<file path="config.mk">
export PLATFORM = sky130hd
export DESIGN_NAME = csa_pipe_adder
export DESIGN_NICKNAME = d
export VERILOG_FILES = /design/src/rtl/csa_pipe_adder.sv
export SDC_FILE = /design/constraint.sdc
export NUM_CORES = 1
export LEC_CHECK = 0
export ABC_AREA = 1
export CORE_AREA = 5 5 121 123
export DETAILED_ROUTE_END_ITERATION = 6
export DIE_AREA = 0 0 126 128
export PLACE_DENSITY = 0.6
export SETUP_SLACK_MARGIN = 0.05
export SLEW_MARGIN = 20
export SYNTH_ARGS = -nofsm -noshare
export SYNTH_HDL_FRONTEND = slang
export SYNTH_SLANG_ARGS = --single-unit
</file>
<file path="constraint.sdc">
create_clock -name clk_i -period 2.75 [get_ports clk_i]
set_clock_uncertainty 0.2 [all_clocks]
set_input_delay 0.55 -clock clk_i [delete_from_list [all_inputs] [get_ports clk_i]]
set_output_delay 0.55 -clock clk_i [all_outputs]
set_load 0.02 [all_outputs]
</file>
<file path="src/rtl/csa_pipe_adder.sv">
// Pipelined signed carry-skip adder.
// Each pipeline stage resolves one BLOCK-bit group. The group carry is either
// skipped straight through when the whole group propagates, or taken from the
// ripple chain. Operands are skewed so group k meets carry c_k. Partial sums
// travel alongside, so all groups of one operation leave together. The whole
// pipe advances only when the output slot is free or being drained.
module csa_pipe_adder #(
  parameter int WIDTH = 16,
  parameter int BLOCK = 4
) (
  input  logic             clk_i,
  input  logic             rst_i,
  input  logic             valid_i,
  output logic             ready_o,
  input  logic [WIDTH-1:0] a_i,
  input  logic [WIDTH-1:0] b_i,
  input  logic             cin_i,
  output logic             valid_o,
  input  logic             ready_i,
  output logic [WIDTH-1:0] sum_o,
  output logic             cout_o,
  output logic             ovf_o
);

  localparam int NUM_BLK = WIDTH / BLOCK;
  localparam int LAST    = NUM_BLK - 1;

  if (WIDTH % BLOCK != 0) begin : g_bad_block
    $error("csa_pipe_adder: WIDTH must be a multiple of BLOCK");
  end

  // The pipe moves as a unit; it freezes only while a result waits downstream.
  assign ready_o = !valid_o || ready_i;

  // Stage gi holds:
  //   a_reg/b_reg : operand bits [WIDTH-1 : gi*BLOCK] still to be added (skew)
  //   acc_reg     : {c_gi, sum bits [gi*BLOCK-1:0]} already resolved (deskew)
  //   valid_reg   : whether this slot carries an operation or a bubble
  for (genvar gi = 0; gi < NUM_BLK; gi++) begin : stg
    localparam int LO = gi * BLOCK;
    localparam int OW = WIDTH - LO;
    localparam int AW = LO + 1;

    logic [OW-1:0]       a_reg;
    logic [OW-1:0]       b_reg;
    logic [AW-1:0]       acc_reg;
    logic                valid_reg;

    logic [BLOCK:0]      rc;
    logic [BLOCK-1:0]    grp_sum;
    logic [BLOCK-1:0]    grp_p;
    logic                c_skip;
    logic [AW+BLOCK-1:0] acc_nxt;

    assign rc[0] = acc_reg[AW-1];

    // Per-bit skip cells: sum, ripple carry and propagate for the low group.
    for (genvar gj = 0; gj < BLOCK; gj++) begin : bit_cell
      assign grp_p[gj]   = a_reg[gj] ^ b_reg[gj];
      assign grp_sum[gj] = grp_p[gj] ^ rc[gj];
      assign rc[gj+1]    = (a_reg[gj] & b_reg[gj]) | (grp_p[gj] & rc[gj]);
    end

    // Skip mux is steered by the group propagate only, never by the ripple result.
    assign c_skip = (&grp_p) ? rc[0] : rc[BLOCK];

    assign acc_nxt[AW+BLOCK-1 -: BLOCK+1] = {c_skip, grp_sum};
    if (gi > 0) begin : g_lo
      assign acc_nxt[LO-1:0] = acc_reg[LO-1:0];
    end

    if (gi == 0) begin : g_load
      // Capture a new operation (or a bubble) whenever the pipe advances.
      always_ff @(posedge clk_i) begin
        if (rst_i) begin
          a_reg     <= '0;
          b_reg     <= '0;
          acc_reg   <= '0;
          valid_reg <= 1'b0;
        end else if (ready_o) begin
          a_reg     <= a_i;
          b_reg     <= b_i;
          acc_reg   <= cin_i;
          valid_reg <= valid_i;
        end
      end
    end else begin : g_load
      // Take the previous stage's remaining operands and resolved partial sum.
      always_ff @(posedge clk_i) begin
        if (rst_i) begin
          a_reg     <= '0;
          b_reg     <= '0;
          acc_reg   <= '0;
          valid_reg <= 1'b0;
        end else if (ready_o) begin
          a_reg     <= stg[gi-1].a_reg[OW+BLOCK-1:BLOCK];
          b_reg     <= stg[gi-1].b_reg[OW+BLOCK-1:BLOCK];
          acc_reg   <= stg[gi-1].acc_nxt;
          valid_reg <= stg[gi-1].valid_reg;
        end
      end
    end
  end

  // Output slot: the last stage's full result, held while downstream stalls.
  always_ff @(posedge clk_i) begin
    if (rst_i) begin
      valid_o <= 1'b0;
      sum_o   <= '0;
      cout_o  <= 1'b0;
      ovf_o   <= 1'b0;
    end else if (ready_o) begin
      valid_o <= stg[LAST].valid_reg;
      sum_o   <= stg[LAST].acc_nxt[WIDTH-1:0];
      cout_o  <= stg[LAST].acc_nxt[WIDTH];
      // Overflow: carry into the MSB disagrees with the carry out of it.
      ovf_o   <= stg[LAST].rc[BLOCK-1] ^ stg[LAST].c_skip;
    end
  end

endmodule

</file>
Word-level counts from Yosys, hierarchy flattened
Index checks and enable logic that the tools add are counted.
{ "totals": {"ff_bits": 131, "elab_cells": 111, "in_bits": 37, "out_inout_bits": 20} }
{ "classes": {"bitwise": 81, "n_mux": 4, "n_reduce_logical": 6} }
{ "ops": {"columns": ["cell", "n"], "rows": [
  ["bitwise XOR 1 bit", 33],
  ["bitwise AND 1 bit", 32],
  ["bitwise OR 1 bit", 16],
  ["AND reduction 4 bit", 4],
  ["2-to-1 mux 1 bit", 4],
  ["zero test 1 bit", 1],
  ["logical OR 1 bit", 1]
]} }

Longest topological paths before layout
{ "depth": {"depth_word": 11, "ltp_mapped": 12, "ltp_nobuf": 12} }

Least setup slack after synthesis
Ideal clock, no wire load.
{ "synth_timing": {"kind": "reg2reg", "from": "register stg[3].a_reg[0]", "to": "register ovf_o", "arrival_ps": 1970, "setup_time_ps": 109, "path_buffers": 0, "setup_slack_ps": 472, "path_stages_with_launch": 13, "synth_period_minus_slack_ps": 2278, "cell_sequence": "dfxtp_1 > inv_1 > fa_1 > inv_1 > fa_1 > fa_1 > inv_1 > fa_1 > o21bai_1 > nand3_1 > nand3_1 > nand2_1 > inv_1"} }
{ "synth_between": {"elab_chain_len": 11} }
{ "synth_rtl": {"columns": ["item", "line", "source"], "rows": [
  ["start, declared", "44", "logic [OW-1:0] a_reg;"],
  ["start signal, assigned", "96", "a_reg <= stg[gi-1].a_reg[OW+BLOCK-1:BLOCK];"],
  ["bitwise XOR 1 bit", "59", "assign grp_p[gj] = a_reg[gj] ^ b_reg[gj];"],
  ["bitwise AND 1 bit", "61", "assign rc[gj+1] = (a_reg[gj] & b_reg[gj]) | (grp_p[gj] & rc[gj]);"],
  ["bitwise OR 1 bit", "61", null],
  ["bitwise AND 1 bit", "61", null],
  ["bitwise OR 1 bit", "61", null],
  ["bitwise AND 1 bit", "61", null],
  ["bitwise OR 1 bit", "61", null],
  ["bitwise AND 1 bit", "61", null],
  ["bitwise OR 1 bit", "61", null],
  ["2-to-1 mux 1 bit", "65", "assign c_skip = (&grp_p) ? rc[0] : rc[BLOCK];"],
  ["bitwise XOR 1 bit (*)", "117", "ovf_o <= stg[LAST].rc[BLOCK-1] ^ stg[LAST].c_skip;"],
  ["end signal, assigned", "117", null],
  ["end, declared", "22", "output logic ovf_o"]
]} }
Every way passes the cells marked *; elsewhere a longest branch is shown, timed or not.
A chain may end at the register's enable or synchronous reset.

Worst setup path in the final report
{ "layout_timing": {"from": "input ready_i", "to": "output ready_o"} }
{ "layout_between": {"elab_chain_len": 1} }
{ "layout_rtl": {"columns": ["item", "line", "source"], "rows": [
  ["start, declared", "19", "input logic ready_i,"],
  ["logical OR 1 bit", "33", "assign ready_o = !valid_o || ready_i;"],
  ["end, declared", "14", "output logic ready_o,"]
]} }
Every way passes these cells.

==> impl_metrics.sql <==
INSERT INTO impl_metrics (metric_group, metric, value, unit) VALUES
('status', 'run_status', 'finished, final reports clean', ''),
('place', 'number_of_port_buffers', '56', ''),
('floorplan', 'core_area', '13560', 'um2'),
('power_and_ir_drop', 'cellLeakagePower', '2.622', 'nW'),
('clock_tree', 'clock_latency', '0.41', 'ns'),
('clock_tree', 'clock_tree_from_tritoncts', 'yes', ''),
('clock_tree', 'clockBufferDepth', '2', ''),
('critical_path', 'worst_setup_path_end_kind', 'output pin', ''),
('floorplan', 'placement_rows', '43', ''),
('power_and_ir_drop', 'total_power', '4.563', 'mW'),
('clock_tree', 'clock-sinks', '131', ''),
('floorplan', 'floorplan.initialDensity', '38.70', '%'),
('yosys', 'yosysUniqueCellTypes', '21', ''),
('cells_and_area', 'stdcell_area', '6454', 'um2'),
('sta', 'finalWorstPathRequiredPeriod', '2.504', 'ns'),
('cells_and_area', 'insertedDiodeCount', '0', ''),
('clock_tree', 'cts_root_buffer', 'sky130_fd_sc_hd__clkbuf_16', ''),
('yosys', 'syn_inst', '627', ''),
('sta', 'timing.final.setup_violations', '0', ''),
('clock_tree', 'cts_buffers', '17', ''),
('floorplan', 'floorplan.die_area', '16130', 'um2'),
('routing', 'post-route-drc-count', '0', ''),
('critical_path', 'timing.critical_path.mode_cell', 'sky130_fd_sc_hd__clkdlybuf4s50_1', ''),
('hold_path', 'worstHoldPathType', 'flip-flop to flip-flop', ''),
('sta', 'rsz_0062_raised_after_global_routing', 'no', ''),
('critical_path', 'type_of_the_setup_path_with_the_least_slack', 'primary input to output pin', ''),
('critical_path', 'largest_stage_delay_on_the_critical_path', '0.54', 'ns'),
('routing', 'via_count', '4026', ''),
('grt', 'antenna_violations_before_repair', '0', ''),
('sta', 'hold_slack', '0.2515', 'ns'),
('sta', 'transition_time_of_the_tightest_slew_check_pin', '0.3476', 'ns'),
('routing', 'via_per_inst', '4.687', ''),
('sta', 'tns', '0', 'ns'),
('yosys', 'post_synth_instance_area', '5246', 'um2'),
('yosys', 'synth_fp_nets', '696', ''),
('yosys', 'synth_enable_flop_cells', '0', ''),
('clock_tree', 'cts_hold_buffers', '0', ''),
('cells_and_area', 'finalNonFillerCells', '859', ''),
('floorplan', 'floorplan.die.width', '126', 'um'),
('routing', 'detail_route.first_pass.iterations', '4', ''),
('power_and_ir_drop', 'power.density', '707.1', 'nW/um2'),
('grt', 'grt_pass1_vias', '3851', ''),
('grt', 'grt.total_usage', '14.13', '%'),
('clock_tree', 'cts_resized', '0', ''),
('yosys', 'synth-seq-area-share', '49.99', '%'),
('yosys', 'synthArstFlopShare', '0', '%'),
('routing', 'finalWirelength', '10850', 'um'),
('critical_path', 'crit_required', '2.00', 'ns'),
('critical_path', 'worstSetupStartpointType', 'primary input', ''),
('floorplan', 'io_pins', '57', ''),
('run', 'max_cap_viol_count', '0', ''),
('critical_path', 'arrival', '1.75', 'ns'),
('clock_tree', 'clk_pin_slew_worst_paths', '0.05', 'ns'),
('sta', 'finalMaxSlewViolations', '0', ''),
('critical_path', 'cell_family_with_most_cp_delay', 'buffers and inverters', ''),
('critical_path', 'worst-path-max-fanout', '2', ''),
('sta', 'finalHoldViolCount', '0', ''),
('clock_tree', 'cts_setup_buffers', '0', ''),
('cells_and_area', 'num-nets-final', '736', ''),
('critical_path', 'worst_path_max_delay_cell', 'sky130_fd_sc_hd__clkdlybuf4s50_1', ''),
('yosys', 'most_frequently_used_flop_master_after_synthesis', 'sky130_fd_sc_hd__dfxtp_1', ''),
('floorplan', 'die_height', '128', 'um'),
('place', 'dpl.hpwl', '6983', 'um'),
('yosys', 'synthesis.area_per_instance', '8.367', 'um2'),
('power_and_ir_drop', 'ir_worst_vdd', '416.2', 'uV'),
('grt', 'largest_net_degree_at_the_start_of_global_routing', '87', ''),
('yosys', 'ys_warn_count', '0', ''),
('sta', 'period_share', '91.05', '%'),
('place', 'dpl.cell_count', '828', ''),
('place', 'gp_congestion', '0.7948', ''),
('routing', 'post_drt_wl_per_cell', '12.63', 'um');
==> final timing paths <==
kind | start | endpoint | slack, ns | depth (start not counted)
min reg2reg | stg[3].valid_reg | stg[3].valid_reg | 0.25 | 2
min | stg[3].valid_reg | stg[3].valid_reg | 0.25 | 2
max reg2reg | stg[3].a_reg[0] | ovf_o | 0.28 | 12
max | ready_i | ready_o | 0.25 | 3
==> logic make-up after synthesis <==
kind of cell | after synthesis | share of synthesized area [%]
buf+inv | 84 | 8.442
simple gates | 215 | 15.67
compound gates | 165 | 15.98
fa+ha+maj | 32 | 9.921
flops | 131 | 49.99
==> worst register-to-register path, stage by stage, from the launching register on <==
cell and delay, ns:
sky130_fd_sc_hd__dfxtp_1 0.34, sky130_fd_sc_hd__inv_1 0.08, sky130_fd_sc_hd__fa_1 0.41, sky130_fd_sc_hd__inv_1 0.08, sky130_fd_sc_hd__fa_1 0.18, sky130_fd_sc_hd__fa_1 0.20, sky130_fd_sc_hd__inv_1 0.08, sky130_fd_sc_hd__fa_1 0.38
sky130_fd_sc_hd__o21bai_1 0.18, sky130_fd_sc_hd__nand3_1 0.07, sky130_fd_sc_hd__nand3_1 0.07, sky130_fd_sc_hd__nand2_1 0.07, sky130_fd_sc_hd__inv_1 0.03
==> per-layer routing <==
metal / wire [um] / track usage, %
met5: 0 / 0
met4: 178 / 5.868
met3: 486 / 4.125
met2: 4702 / 21.22
met1: 5481 / 19.11
==> synth_stat cells (6+ instances only) <==
cell	number	area, um2
sky130_fd_sc_hd__nor2_1	199	747.0
sky130_fd_sc_hd__inv_1	40	150.1
sky130_fd_sc_hd__o21ai_0	108	540.5
sky130_fd_sc_hd__o21ai_1	25	125.1
sky130_fd_sc_hd__clkbuf_1	19	71.32
sky130_fd_sc_hd__fa_1	16	320.3
sky130_fd_sc_hd__nand2_1	8	30.03
sky130_fd_sc_hd__dfxtp_1	131	2623
sky130_fd_sc_hd__ha_1	16	200.2
sky130_fd_sc_hd__buf_2	6	30.03
sky130_fd_sc_hd__buf_6	13	146.4
sky130_fd_sc_hd__a21oi_1	27	135.1
==> cell usage in the layout, fill, tap and decap left out <==
cell | synthesis | final
sky130_fd_sc_hd__a21oi_1 | 27 | 27
sky130_fd_sc_hd__buf_12 | 0 | 5
sky130_fd_sc_hd__buf_4 | 2 | 3
sky130_fd_sc_hd__bufinv_16 | 0 | 1
sky130_fd_sc_hd__clkbuf_1 | 19 | 1
sky130_fd_sc_hd__clkbuf_16 | 0 | 17
sky130_fd_sc_hd__clkbuf_8 | 0 | 6
sky130_fd_sc_hd__clkdlybuf4s50_1 | 0 | 56
sky130_fd_sc_hd__clkinv_2 | 1 | 2
sky130_fd_sc_hd__clkinvlp_4 | 0 | 5
sky130_fd_sc_hd__dfxtp_1 | 131 | 131
sky130_fd_sc_hd__fa_1 | 16 | 16
sky130_fd_sc_hd__ha_1 | 16 | 16
sky130_fd_sc_hd__inv_1 | 40 | 39
sky130_fd_sc_hd__inv_2 | 0 | 1
sky130_fd_sc_hd__nand2_1 | 8 | 8
sky130_fd_sc_hd__nand3_1 | 4 | 4
sky130_fd_sc_hd__nand4_1 | 3 | 3
sky130_fd_sc_hd__nor2_1 | 199 | 199
sky130_fd_sc_hd__o211ai_1 | 1 | 1
sky130_fd_sc_hd__o21ai_0 | 108 | 108
sky130_fd_sc_hd__o21ai_1 | 25 | 25
sky130_fd_sc_hd__o21bai_1 | 4 | 4
sky130_fd_sc_hd__or2_4 | 0 | 1
==> per-stage QoR <==
stage,utilization (%),setup WS (ns)
3_3_place_gp,43.29,0.2383
2_1_floorplan,-,0.4716
5_1_grt,47.60,0.1104
4_1_cts,47.60,0.2320
6_report,47.60,0.2461
3_5_place_dp,43.29,0.2289
==> report_power, final <==
| part | internal, mW | switching [mW] | total [mW] |
|---|---|---|---|
| logic | 0.164 | 0.171 | 0.335 |
| clock network | 1.38 | 0.787 | 2.17 |
| registers | 2.00 | 0.0592 | 2.06 |
==> cell type report <==
| cell class | instances | area, um2 |
|---|---|---|
| fill | 1340 | 7104 |
| inverter | 41 | 155.1 |
| clock inverter | 7 | 72.57 |
| sequential | 131 | 2623 |
| multi-input combinational | 412 | 2183 |
| timing repair buffer | 64 | 683.2 |
| tap | 180 | 225.2 |
| clock buffer | 24 | 511.7 |
No activity file was read; power rests on OpenSTA's default activity.
